--- src/rtl/car_sprite_engine.sv ---
// car_sprite_engine: two-stage pipelined hit test of one screen pixel against N_CARS race-car sprites.
// Wheel animation (frame counter + hub pattern) is built only when CAR_SPRITE_ANIM_EN is defined.
module car_sprite_engine #(
    parameter int  N_CARS     = 4,
    parameter int  COORD_W    = 10,
    parameter int  SCALE_LOG2 = 0,
    parameter int  ANIM_DIV   = 8,
    localparam int ID_W       = (N_CARS > 1) ? $clog2(N_CARS) : 1
) (
    input  logic                        clk,
    input  logic                        reset,
    input  logic                        frame_tick,
    input  logic [N_CARS-1:0]           car_en,
    input  logic [N_CARS*COORD_W-1:0]   car_x,
    input  logic [N_CARS*COORD_W-1:0]   car_y,
    input  logic                        pix_valid,
    input  logic [COORD_W-1:0]          pix_x,
    input  logic [COORD_W-1:0]          pix_y,
    output logic                        out_valid,
    output logic                        hit,
    output logic [ID_W-1:0]             hit_id,
    output logic [COORD_W-1:0]          out_x,
    output logic [COORD_W-1:0]          out_y,
    output logic                        anim_phase
);

    localparam logic [COORD_W:0] SPAN = (COORD_W+1)'(30 << SCALE_LOG2);

    if (N_CARS < 1 || N_CARS > 8) begin : g_bad_n_cars
        $error("car_sprite_engine: N_CARS must be 1..8");
    end
    if (SCALE_LOG2 < 0 || SCALE_LOG2 > 2) begin : g_bad_scale
        $error("car_sprite_engine: SCALE_LOG2 must be 0..2");
    end
    if (ANIM_DIV < 1) begin : g_bad_anim_div
        $error("car_sprite_engine: ANIM_DIV must be >= 1");
    end

    // Solid spans per sprite row, minus wheel cutouts; cutouts show the hub pattern when phase=1.
    function automatic logic sprite_solid(input logic [4:0] sx, input logic [4:0] sy,
                                          input logic phase);
        logic [4:0] lo, hi, l0, h0, l1, h1;
        logic       in_span, in_cut;
        lo = 5'd31; hi = 5'd0;
        l0 = 5'd31; h0 = 5'd0; l1 = 5'd31; h1 = 5'd0;
        case (sy) inside
            5'd5:           begin lo = 5'd8; hi = 5'd21; end
            5'd6:           begin lo = 5'd7; hi = 5'd22; end
            5'd7:           begin lo = 5'd6; hi = 5'd23; end
            [5'd8:5'd10]:   begin lo = 5'd5; hi = 5'd24; end
            [5'd11:5'd13]:  begin lo = 5'd4; hi = 5'd25; end
            5'd14:          begin lo = 5'd3; hi = 5'd26; end
            [5'd15:5'd26]:  begin lo = 5'd2; hi = 5'd27; end
            default: ;
        endcase
        case (sy)
            5'd21, 5'd26: begin l0 = 5'd5; h0 = 5'd9;  l1 = 5'd20; h1 = 5'd24; end
            5'd22, 5'd25: begin l0 = 5'd6; h0 = 5'd10; l1 = 5'd19; h1 = 5'd23; end
            5'd23, 5'd24: begin l0 = 5'd7; h0 = 5'd11; l1 = 5'd18; h1 = 5'd22; end
            default: ;
        endcase
        in_span = (sx >= lo) && (sx <= hi);
        in_cut  = ((sx >= l0) && (sx <= h0)) || ((sx >= l1) && (sx <= h1));
        return in_span && (!in_cut || (phase && (sx[0] == sy[0])));
    endfunction

    logic [N_CARS-1:0]          act_en_q, act_en_d;
    logic [N_CARS*COORD_W-1:0]  act_x_q, act_x_d, act_y_q, act_y_d;

    logic                       s1_valid_q, s1_valid_d;
    logic [N_CARS-1:0]          s1_in_q, s1_in_d;
    logic [N_CARS-1:0][4:0]     s1_sx_q, s1_sx_d, s1_sy_q, s1_sy_d;
    logic [COORD_W-1:0]         s1_x_q, s1_x_d, s1_y_q, s1_y_d;

    logic                       out_valid_q, out_valid_d;
    logic                       hit_q, hit_d;
    logic [ID_W-1:0]            hit_id_q, hit_id_d;
    logic [COORD_W-1:0]         out_x_q, out_x_d, out_y_q, out_y_d;

    logic                       anim_phase_cur;

    logic [COORD_W-1:0]         ax, ay;
    logic [COORD_W:0]           dx, dy;

`ifdef CAR_SPRITE_ANIM_EN
    localparam int CNT_W = (ANIM_DIV > 1) ? $clog2(ANIM_DIV) : 1;

    logic [CNT_W-1:0] anim_cnt_q, anim_cnt_d;
    logic             anim_phase_q, anim_phase_d;

    always_comb begin
        anim_cnt_d   = anim_cnt_q;
        anim_phase_d = anim_phase_q;
        if (frame_tick) begin
            if (anim_cnt_q == CNT_W'(ANIM_DIV - 1)) begin
                anim_cnt_d   = '0;
                anim_phase_d = ~anim_phase_q;
            end else begin
                anim_cnt_d = anim_cnt_q + 1'b1;
            end
        end
    end

    always_ff @(posedge clk) begin
        if (reset) begin
            anim_cnt_q   <= '0;
            anim_phase_q <= 1'b0;
        end else begin
            anim_cnt_q   <= anim_cnt_d;
            anim_phase_q <= anim_phase_d;
        end
    end

    assign anim_phase_cur = anim_phase_q;
`else
    assign anim_phase_cur = 1'b0;
`endif

    // Shadow registers load only at frame start so a frame never sees torn positions.
    always_comb begin
        act_en_d = act_en_q;
        act_x_d  = act_x_q;
        act_y_d  = act_y_q;
        if (frame_tick) begin
            act_en_d = car_en;
            act_x_d  = car_x;
            act_y_d  = car_y;
        end
    end

    // Stage 1: per-car box test and sprite-space coordinates.
    always_comb begin
        s1_valid_d = pix_valid;
        s1_x_d     = pix_x;
        s1_y_d     = pix_y;
        s1_in_d    = '0;
        s1_sx_d    = '0;
        s1_sy_d    = '0;
        ax = '0;
        ay = '0;
        dx = '0;
        dy = '0;
        for (int i = 0; i < N_CARS; i++) begin
            ax = act_x_q[i*COORD_W +: COORD_W];
            ay = act_y_q[i*COORD_W +: COORD_W];
            dx = {1'b0, pix_x} - {1'b0, ax};
            dy = {1'b0, pix_y} - {1'b0, ay};
            s1_in_d[i] = act_en_q[i] && (pix_x >= ax) && (pix_y >= ay)
                         && (dx < SPAN) && (dy < SPAN);
            s1_sx_d[i] = 5'(dx >> SCALE_LOG2);
            s1_sy_d[i] = 5'(dy >> SCALE_LOG2);
        end
    end

    // Stage 2: shape lookup and priority; descending scan so the lowest index wins.
    always_comb begin
        out_valid_d = s1_valid_q;
        hit_d       = hit_q;
        hit_id_d    = hit_id_q;
        out_x_d     = out_x_q;
        out_y_d     = out_y_q;
        if (s1_valid_q) begin
            hit_d    = 1'b0;
            hit_id_d = '0;
            out_x_d  = s1_x_q;
            out_y_d  = s1_y_q;
            for (int i = N_CARS - 1; i >= 0; i--) begin
                if (s1_in_q[i] && sprite_solid(s1_sx_q[i], s1_sy_q[i], anim_phase_cur)) begin
                    hit_d    = 1'b1;
                    hit_id_d = ID_W'(i);
                end
            end
        end
    end

    always_ff @(posedge clk) begin
        if (reset) begin
            act_en_q    <= '0;
            act_x_q     <= '0;
            act_y_q     <= '0;
            s1_valid_q  <= 1'b0;
            s1_in_q     <= '0;
            s1_sx_q     <= '0;
            s1_sy_q     <= '0;
            s1_x_q      <= '0;
            s1_y_q      <= '0;
            out_valid_q <= 1'b0;
            hit_q       <= 1'b0;
            hit_id_q    <= '0;
            out_x_q     <= '0;
            out_y_q     <= '0;
        end else begin
            act_en_q    <= act_en_d;
            act_x_q     <= act_x_d;
            act_y_q     <= act_y_d;
            s1_valid_q  <= s1_valid_d;
            s1_in_q     <= s1_in_d;
            s1_sx_q     <= s1_sx_d;
            s1_sy_q     <= s1_sy_d;
            s1_x_q      <= s1_x_d;
            s1_y_q      <= s1_y_d;
            out_valid_q <= out_valid_d;
            hit_q       <= hit_d;
            hit_id_q    <= hit_id_d;
            out_x_q     <= out_x_d;
            out_y_q     <= out_y_d;
        end
    end

    assign out_valid  = out_valid_q;
    assign hit        = hit_q;
    assign hit_id     = hit_id_q;
    assign out_x      = out_x_q;
    assign out_y      = out_y_q;
    assign anim_phase = anim_phase_cur;

endmodule

--- config.mk ---
export PLATFORM = sky130hd
export DESIGN_NAME = car_sprite_engine
export DESIGN_NICKNAME = d
export VERILOG_FILES = /design/src/rtl/car_sprite_engine.sv
export SDC_FILE = /design/constraint.sdc
export NUM_CORES = 1
export LEC_CHECK = 0
export ABC_AREA = 1
export CAP_MARGIN = 40
export CORE_UTILIZATION = 50
export CTS_CLUSTER_DIAMETER = 150
export DETAILED_ROUTE_END_ITERATION = 6
export PLACE_DENSITY = 0.74
export SLEW_MARGIN = 20
export SYNTH_ARGS = -nofsm -noshare
export SYNTH_HDL_FRONTEND = slang
export SYNTH_SLANG_ARGS = --single-unit
--- constraint.sdc ---
create_clock -name clk -period 2.2 [get_ports clk]
set_input_delay 0.44 -clock clk [delete_from_list [all_inputs] [get_ports clk]]
set_output_delay 0.44 -clock clk [all_outputs]
set_load 0.03 [all_outputs]
# Word level (Yosys, flattened, before mapping)
# Index checks and enable logic that the tools add are counted.
dict set report word_totals {
  ff_bits 173
  in_bits 108
  out_inout_bits 25
  wordCells 304
}
dict set report op_classes {
  addsub 8
  magnitude_cmp 64
  eq_ne 40
  mux 104
  reduce_logical 68
}
# op count
set op_table {}
lappend op_table {{5-bit 2-to-1 mux} 80}
lappend op_table {{5-bit equality test (second input constant)} 24}
lappend op_table {{5-bit one-hot mux with 3 select lines} 8}
lappend op_table {{4-bit one-hot mux with 3 select lines} 8}
lappend op_table {{11-bit by 5-bit less-than comparator with 1-bit output (second input constant)} 8}
lappend op_table {{10-bit by 10-bit subtractor with 11-bit output} 8}
lappend op_table {{10-bit greater-or-equal comparator} 8}
lappend op_table {{5-bit by 3-bit equality test with 1-bit output (second input constant)} 12}
lappend op_table {{5-bit by 4-bit greater-or-equal comparator with 1-bit output (second input constant)} 12}
lappend op_table {{5-bit greater-or-equal comparator} 12}
lappend op_table {{5-bit less-or-equal comparator} 12}
lappend op_table {{1-bit logical AND} 48}
lappend op_table {{5-bit by 4-bit less-or-equal comparator with 1-bit output (second input constant)} 8}
lappend op_table {{2-bit OR reduction} 12}
lappend op_table {{5-bit by 4-bit equality test with 1-bit output (second input constant)} 4}
lappend op_table {{5-bit less-or-equal comparator (second input constant)} 4}
lappend op_table {{2-bit 2-to-1 mux} 4}
lappend op_table {{1-bit zero test} 4}
lappend op_table {{1-bit logical OR} 4}
lappend op_table {{1-bit 2-to-1 mux} 4}

# Logic depth before layout (Yosys ltp)
dict set report logic_depth {
  depth_word 18
  mapped_depth 27
  depth_no_buf 27
}

# Worst setup path after synthesis
# OpenSTA, ideal clock, no wires.
dict set report synth_path {
  path_type {register -> register}
  startpoint {register s1_sy_q[2] (netlist bit)}
  endpoint {register hit_id_q[1] (netlist: hit_id[1])}
  setup_ps 128
  arrival_ps 2233
  required_time_ps 2072
  setup_slack_ps -161
  stages_incl_launch_ff 20
  n_path_buf 0
  synth_period_minus_slack_ps 2361
  cell_sequence {dfxtp_1 > inv_1 > nor3_1 > o21ai_0 > inv_1 > nor2_1 > inv_1 > nor2_1 > inv_1 > ha_1 > nand2_1 > inv_1 > a21boi_0 > nand3_1 > nand2_1 > nand4_1 > nand2_1 > nor2_1 > nor2_1 > nor2_1}
}
dict set report synth_between {
  elab_chain_cells 15
  elab_cells_between_ends 60
  classes_between {order compare (12); eq/ne (10); mux (25); reduce/logical (13)}
}
# item line
set synth_rtl {}
lappend synth_rtl {{start: declaration} 72} ;# logic [N_CARS-1:0][4:0] s1_sx_q, s1_sx_d, s1_sy_q, s1_sy_d;
lappend synth_rtl {{start signal: assignment} 199} ;# s1_sy_q <= s1_sy_d;
lappend synth_rtl {{5-bit by 4-bit greater-or-equal comparator with 1-bit output (not written as such) or 5-bit less-or-equal comparator (tied branches)} 168} ;# if (s1_in_q[i] && sprite_solid(s1_sx_q[i], s1_sy_q[i], anim_phase_cur)) begin
lappend synth_rtl {{1-bit logical AND (not written as such)} 168}
lappend synth_rtl {{5-bit 2-to-1 mux (7 in series)} 46} ;# case (sy) inside
lappend synth_rtl {{5-bit 2-to-1 mux} 162} ;# if (s1_valid_q) begin
lappend synth_rtl {{5-bit greater-or-equal comparator or 5-bit less-or-equal comparator (tied branches)} 62} ;# in_span = (sx >= lo) && (sx <= hi);
lappend synth_rtl {{1-bit logical AND} 62}
lappend synth_rtl {{1-bit logical AND *} 64} ;# return in_span && (!in_cut || (phase && (sx[0] == sy[0])));
lappend synth_rtl {{1-bit logical AND *} 168}
lappend synth_rtl {{2-bit 2-to-1 mux *} 168}
lappend synth_rtl {{end signal: assignment} 204} ;# hit_id_q <= hit_id_d;
lappend synth_rtl {{end: declaration} 77} ;# logic [ID_W-1:0] hit_id_q, hit_id_d;
# Mark *: on every way between the ends. The rest lies on a longest branch, timed or not. The select of a mux whose other input is x is not followed.
# A chain may end at the register's enable or synchronous reset.

# Final worst setup path
dict set report layout_path {
  startpoint {register s1_sy_q[3] (netlist bit)}
  endpoint {register hit_id_q[0] (netlist: hit_id[0])}
}
# Same word-level chain as after synthesis.

==> flow_metrics.py <==
metrics = {
    "outcome": {
        "status": "finished with violations",
        "violations": "setup timing",
    },
    "power_and_ir_drop": {
        "internal-power_w": 0.00746,
        "p_leak_nw": 9.28,
        "irDropWorstVdd_uv": 407,
        "switching_share_pct": 36.0,
        "comb_power_share_pct": 40.9,
        "p_clk_share_pct": 28.2,
        "p_seq_share_pct": 30.9,
        "pwr_density_cell_mw_per_mm2": 634,
        "net-switching-power_w": 0.00420,
    },
    "global_route": {
        "grt_max_degree": 55,
        "overflow": 0,
        "grt_pass1_vias": 13428,
        "grt_pass1_wl_um": 63300,
        "antenna_found_initial": 0,
        "grt_util_all_layers_pct": 29.6,
    },
    "die": {
        "die_h_um": 164,
        "die_w_um": 164,
        "io_pins": 133,
        "dieArea_mm2": 0.0269,
        "initial_core_util_pct": 51.5,
        "placementRows": 58,
        "coreArea_mm2": 0.0255,
    },
    "cells_and_area": {
        "diodes": 0,
        "nets": 2682,
        "drive_gt1_share_pct": 22.4,
        "multi_input_area_mm2": 0.00880,
        "fin_area_mm2": 0.0184,
        "filler_cell_count": 2050,
        "syn_to_final_growth_pct": 40.0,
        "ff_latch_area_mm2": 0.00352,
        "fin_util_pct": 72.1,
    },
    "sta": {
        "fin_crit_sh_pct": 118,
        "fmax_mhz": 386,
        "finClkSkew_ns": 0.00976,
        "hold_viol": 0,
        "fin_crit_ns": 2.59,
        "slew_viol_final": 0,
        "setup_viol": 3,
        "rsz0062_at_grt": "true",
        "tightest_slew_ns": 0.694,
        "slew_headroom_pct": 53.7,
        "setup_ws_ns": -0.391,
    },
    "setup_path": {
        "crit_end": "hit_id[0]$_SDFFE_PP0P_",
        "crit_cells": 19,
        "start_kind": "flop",
        "crit_type": "flop to flop",
        "path_common_cell": "inv_1",
        "reg2reg_from": "s1_sy_q[3]$_SDFF_PP0_",
        "cp_num_buf_inv": 5,
        "slowest_stage": "dfxtp_4",
        "end_kind": "flop",
        "worstPathMaxFanout": 6,
        "rrSetupSlack_ns": -0.39,
        "rr_worst_depth": 19,
        "arrival_ns": 2.89,
        "slowest_delay_ns": 0.38,
        "crit_start": "s1_sy_q[3]$_SDFF_PP0_",
        "rr_endpoint": "hit_id[0]$_SDFFE_PP0P_",
        "worstPathCellList": "inv_1 > nor4_1 > o21ai_1 > inv_1 > nor2_2 > inv_1 > nor2_2 > inv_2 > ha_4 > nor2_1 > nand4_1 > nand3_1 > nand2_1 > nand2_1 > nand4_1 > nand2_2 > inv_1 > nand2_2 > a21oi_2",
        "path_delay_family": "simple AND/OR/NAND/NOR gates",
        "crit_required_ns": 2.50,
    },
    "clocking": {
        "clk_latency_ns": 0.44,
        "path_clk_slew_ns": 0.07,
        "cts_sinks": 173,
        "cts_tree": "yes",
        "clockBufferDepth": 2,
        "h-tree-depth": 4,
        "cts-buffers-inserted": 17,
        "ctsHoldBuffers": 0,
        "cts-root-buf": "clkbuf_16",
    },
    "drt": {
        "wire_per_inst_um": 14.4,
        "drtIter0Drc": 1025,
        "top_layer": "met4",
        "first_pass_iters": 6,
        "ant_nets": 0,
        "met2WireLength_um": 18800,
        "wl_um": 39500,
        "wl_met1_um": 17400,
        "viasPerCell": 5.19,
        "wl_met3_um": 2290,
        "drc": 0,
        "via_count": 14210,
    },
    "place": {
        "port-buffer-count": 131,
        "place_area_mm2": 0.0169,
        "dpl.hpwl_um": 29800,
        "gp_congestion": 0.944,
    },
    "synth": {
        "synth_top_flop_cell": "dfxtp_1",
        "yosysTopAreaCell": "dfxtp_1",
        "ys_seq_area_share_pct": 26.4,
        "synth_fp_nets": 2290,
        "synthTopCellsByCount": "nand2_1, inv_1, nor2_1",
        "synth_top_area_share_pct": 26.4,
        "synth_enable_flop_cells": 0,
        "synth-seq-cells": 173,
        "synth.most_common_cell": "nand2_1",
        "ys_types": 48,
        "yosysWarnings": 0,
        "synth_area_mm2": 0.0131,
        "syn_area_per_cell_um2": 6.56,
        "synthCells": 2002,
        "synthTopCellsByArea": "dfxtp_1, ha_1, nand2_1, inv_1, nor2_1",
        "async_flop_share_pct": 0,
    },
    "min_path": {
        "hold_class": "input port to flop",
        "hold_path.startpoint": "reset",
    },
    "job": {
        "cap_violations": 0,
    },
}
-- worst reg2reg max path, stage by stage, from the launching register on --
cell,delay [ns]
dfxtp_4,0.38
inv_1,0.08
nor4_1,0.29
o21ai_1,0.11
inv_1,0.09
nor2_2,0.05
inv_1,0.09
nor2_2,0.05
inv_2,0.10
ha_4,0.23
nor2_1,0.14
nand4_1,0.10
nand3_1,0.10
nand2_1,0.06
nand2_1,0.07
nand4_1,0.19
nand2_2,0.15
inv_1,0.06
nand2_2,0.07
a21oi_2,0.05
-- state kept, by name, indices dropped and copies added (netlist names) --
name / flops
act_x_q: 40
act_y_q: 40
s1_sx_q: 20
s1_sy_q: 20
out_x: 10
out_y: 10
s1_x_q: 10
s1_y_q: 10
act_en_q: 4
s1_in_q: 4
hit_id: 2
hit: 1
out_valid: 1
out_valid_d: 1
-- logic make-up after synthesis --
kind of cell	count (synthesis)	share of synthesized area, %
AOI/OAI and AO/OA	343	14.4
xor gates and xnor gates	22	1.47
adders and majority gates	180	17.6
buffers and inverters	401	11.6
DFF	173	26.4
other	1	0.0286
and+or+nand+nor	882	28.6
-- per-stage QoR --
step	hold WS (ns)	setup slack [ns]	instances	total power, W	TNS, ns
3_3_place_gp	0.434	-0.443	2685	0.00785	-3.86
3_5_place_dp	0.442	-0.531	2685	0.00800	-4.84
6_report	0.426	-0.391	2737	0.0117	-1.13
2_1_floorplan	0.431	-0.0815	2002	0.00623	-0.139
5_1_grt	0.444	-0.576	2737	0.0124	-1.60
4_1_cts	0.401	-0.386	2729	0.0114	-1.03
-- final cells by class --
cell class / count / share of cell area [%]
clock buffer: 18 / 2.39
clock inverter: 14 / 1.07
inverter: 358 / 7.41
multi-input combinational: 1428 / 47.9
sequential: 173 / 19.1
tap: 330 / 2.25
timing repair buffer: 416 / 19.8
-- power by group through the flow --
stage | sequential (W) | clock (W) | combinational (W)
4_1_cts | 0.00358 | 0.00332 | 0.00452
6_report | 0.00360 | 0.00328 | 0.00477
5_1_grt | 0.00363 | 0.00345 | 0.00534
3_5_place_dp | 0.00364 | 0 | 0.00436
3_3_place_gp | 0.00363 | 0 | 0.00422
2_1_floorplan | 0.00364 | 0 | 0.00259
-- what timing repair did --
item	4_1_cts	5_1_grt
pin swaps	24	55
resized for setup	47	138
setup buffers	12	9
gates cloned	0	0
setup endpoints to repair	6	7
-- worst min path at each step --
stage	end	slack (ns)	cells past startpoint
2_1_floorplan	out_x[0]$_SDFFE_PP0P_	0.43	2
3_3_place_gp	out_x[1]$_SDFFE_PP0P_	0.43	2
3_5_place_dp	out_x[0]$_SDFFE_PP0P_	0.44	2
4_1_cts	act_y_q[2]$_SDFFE_PP0P_	0.40	4
5_1_grt	s1_y_q[0]$_SDFF_PP0_	0.44	4
6_report	act_y_q[2]$_SDFFE_PP0P_	0.43	4
-- cells in the final DEF (no fill, tap or decap), types with 8 or more instances in the layout --
master,instances
a21o_1,8
a21oi_1,135
a21oi_2,21
buf_12,15
buf_4,268
clkbuf_16,17
clkdlybuf4s50_1,128
dfxtp_1,155
dfxtp_4,12
ha_1,159
ha_4,13
inv_1,315
inv_2,34
nand2_1,365
nand2_2,27
nand3_1,88
nand3_2,11
nand3b_1,14
nand4_1,47
nor2_1,256
nor2_2,23
nor2_4,13
nor3_1,8
nor3_2,14
o21ai_0,127
o21ai_1,9
o21ai_2,10
o21bai_1,8
xor2_1,12
-- layer usage --
layer | vias up | track usage [%]
li1 | 7237 | -
met1 | 6484 | 37.9
met2 | 428 | 51.7
met3 | 61 | 4.04
met4 | 0 | 8.29
met5 | - | 0
No activity file was read; power rests on OpenSTA's default activity.
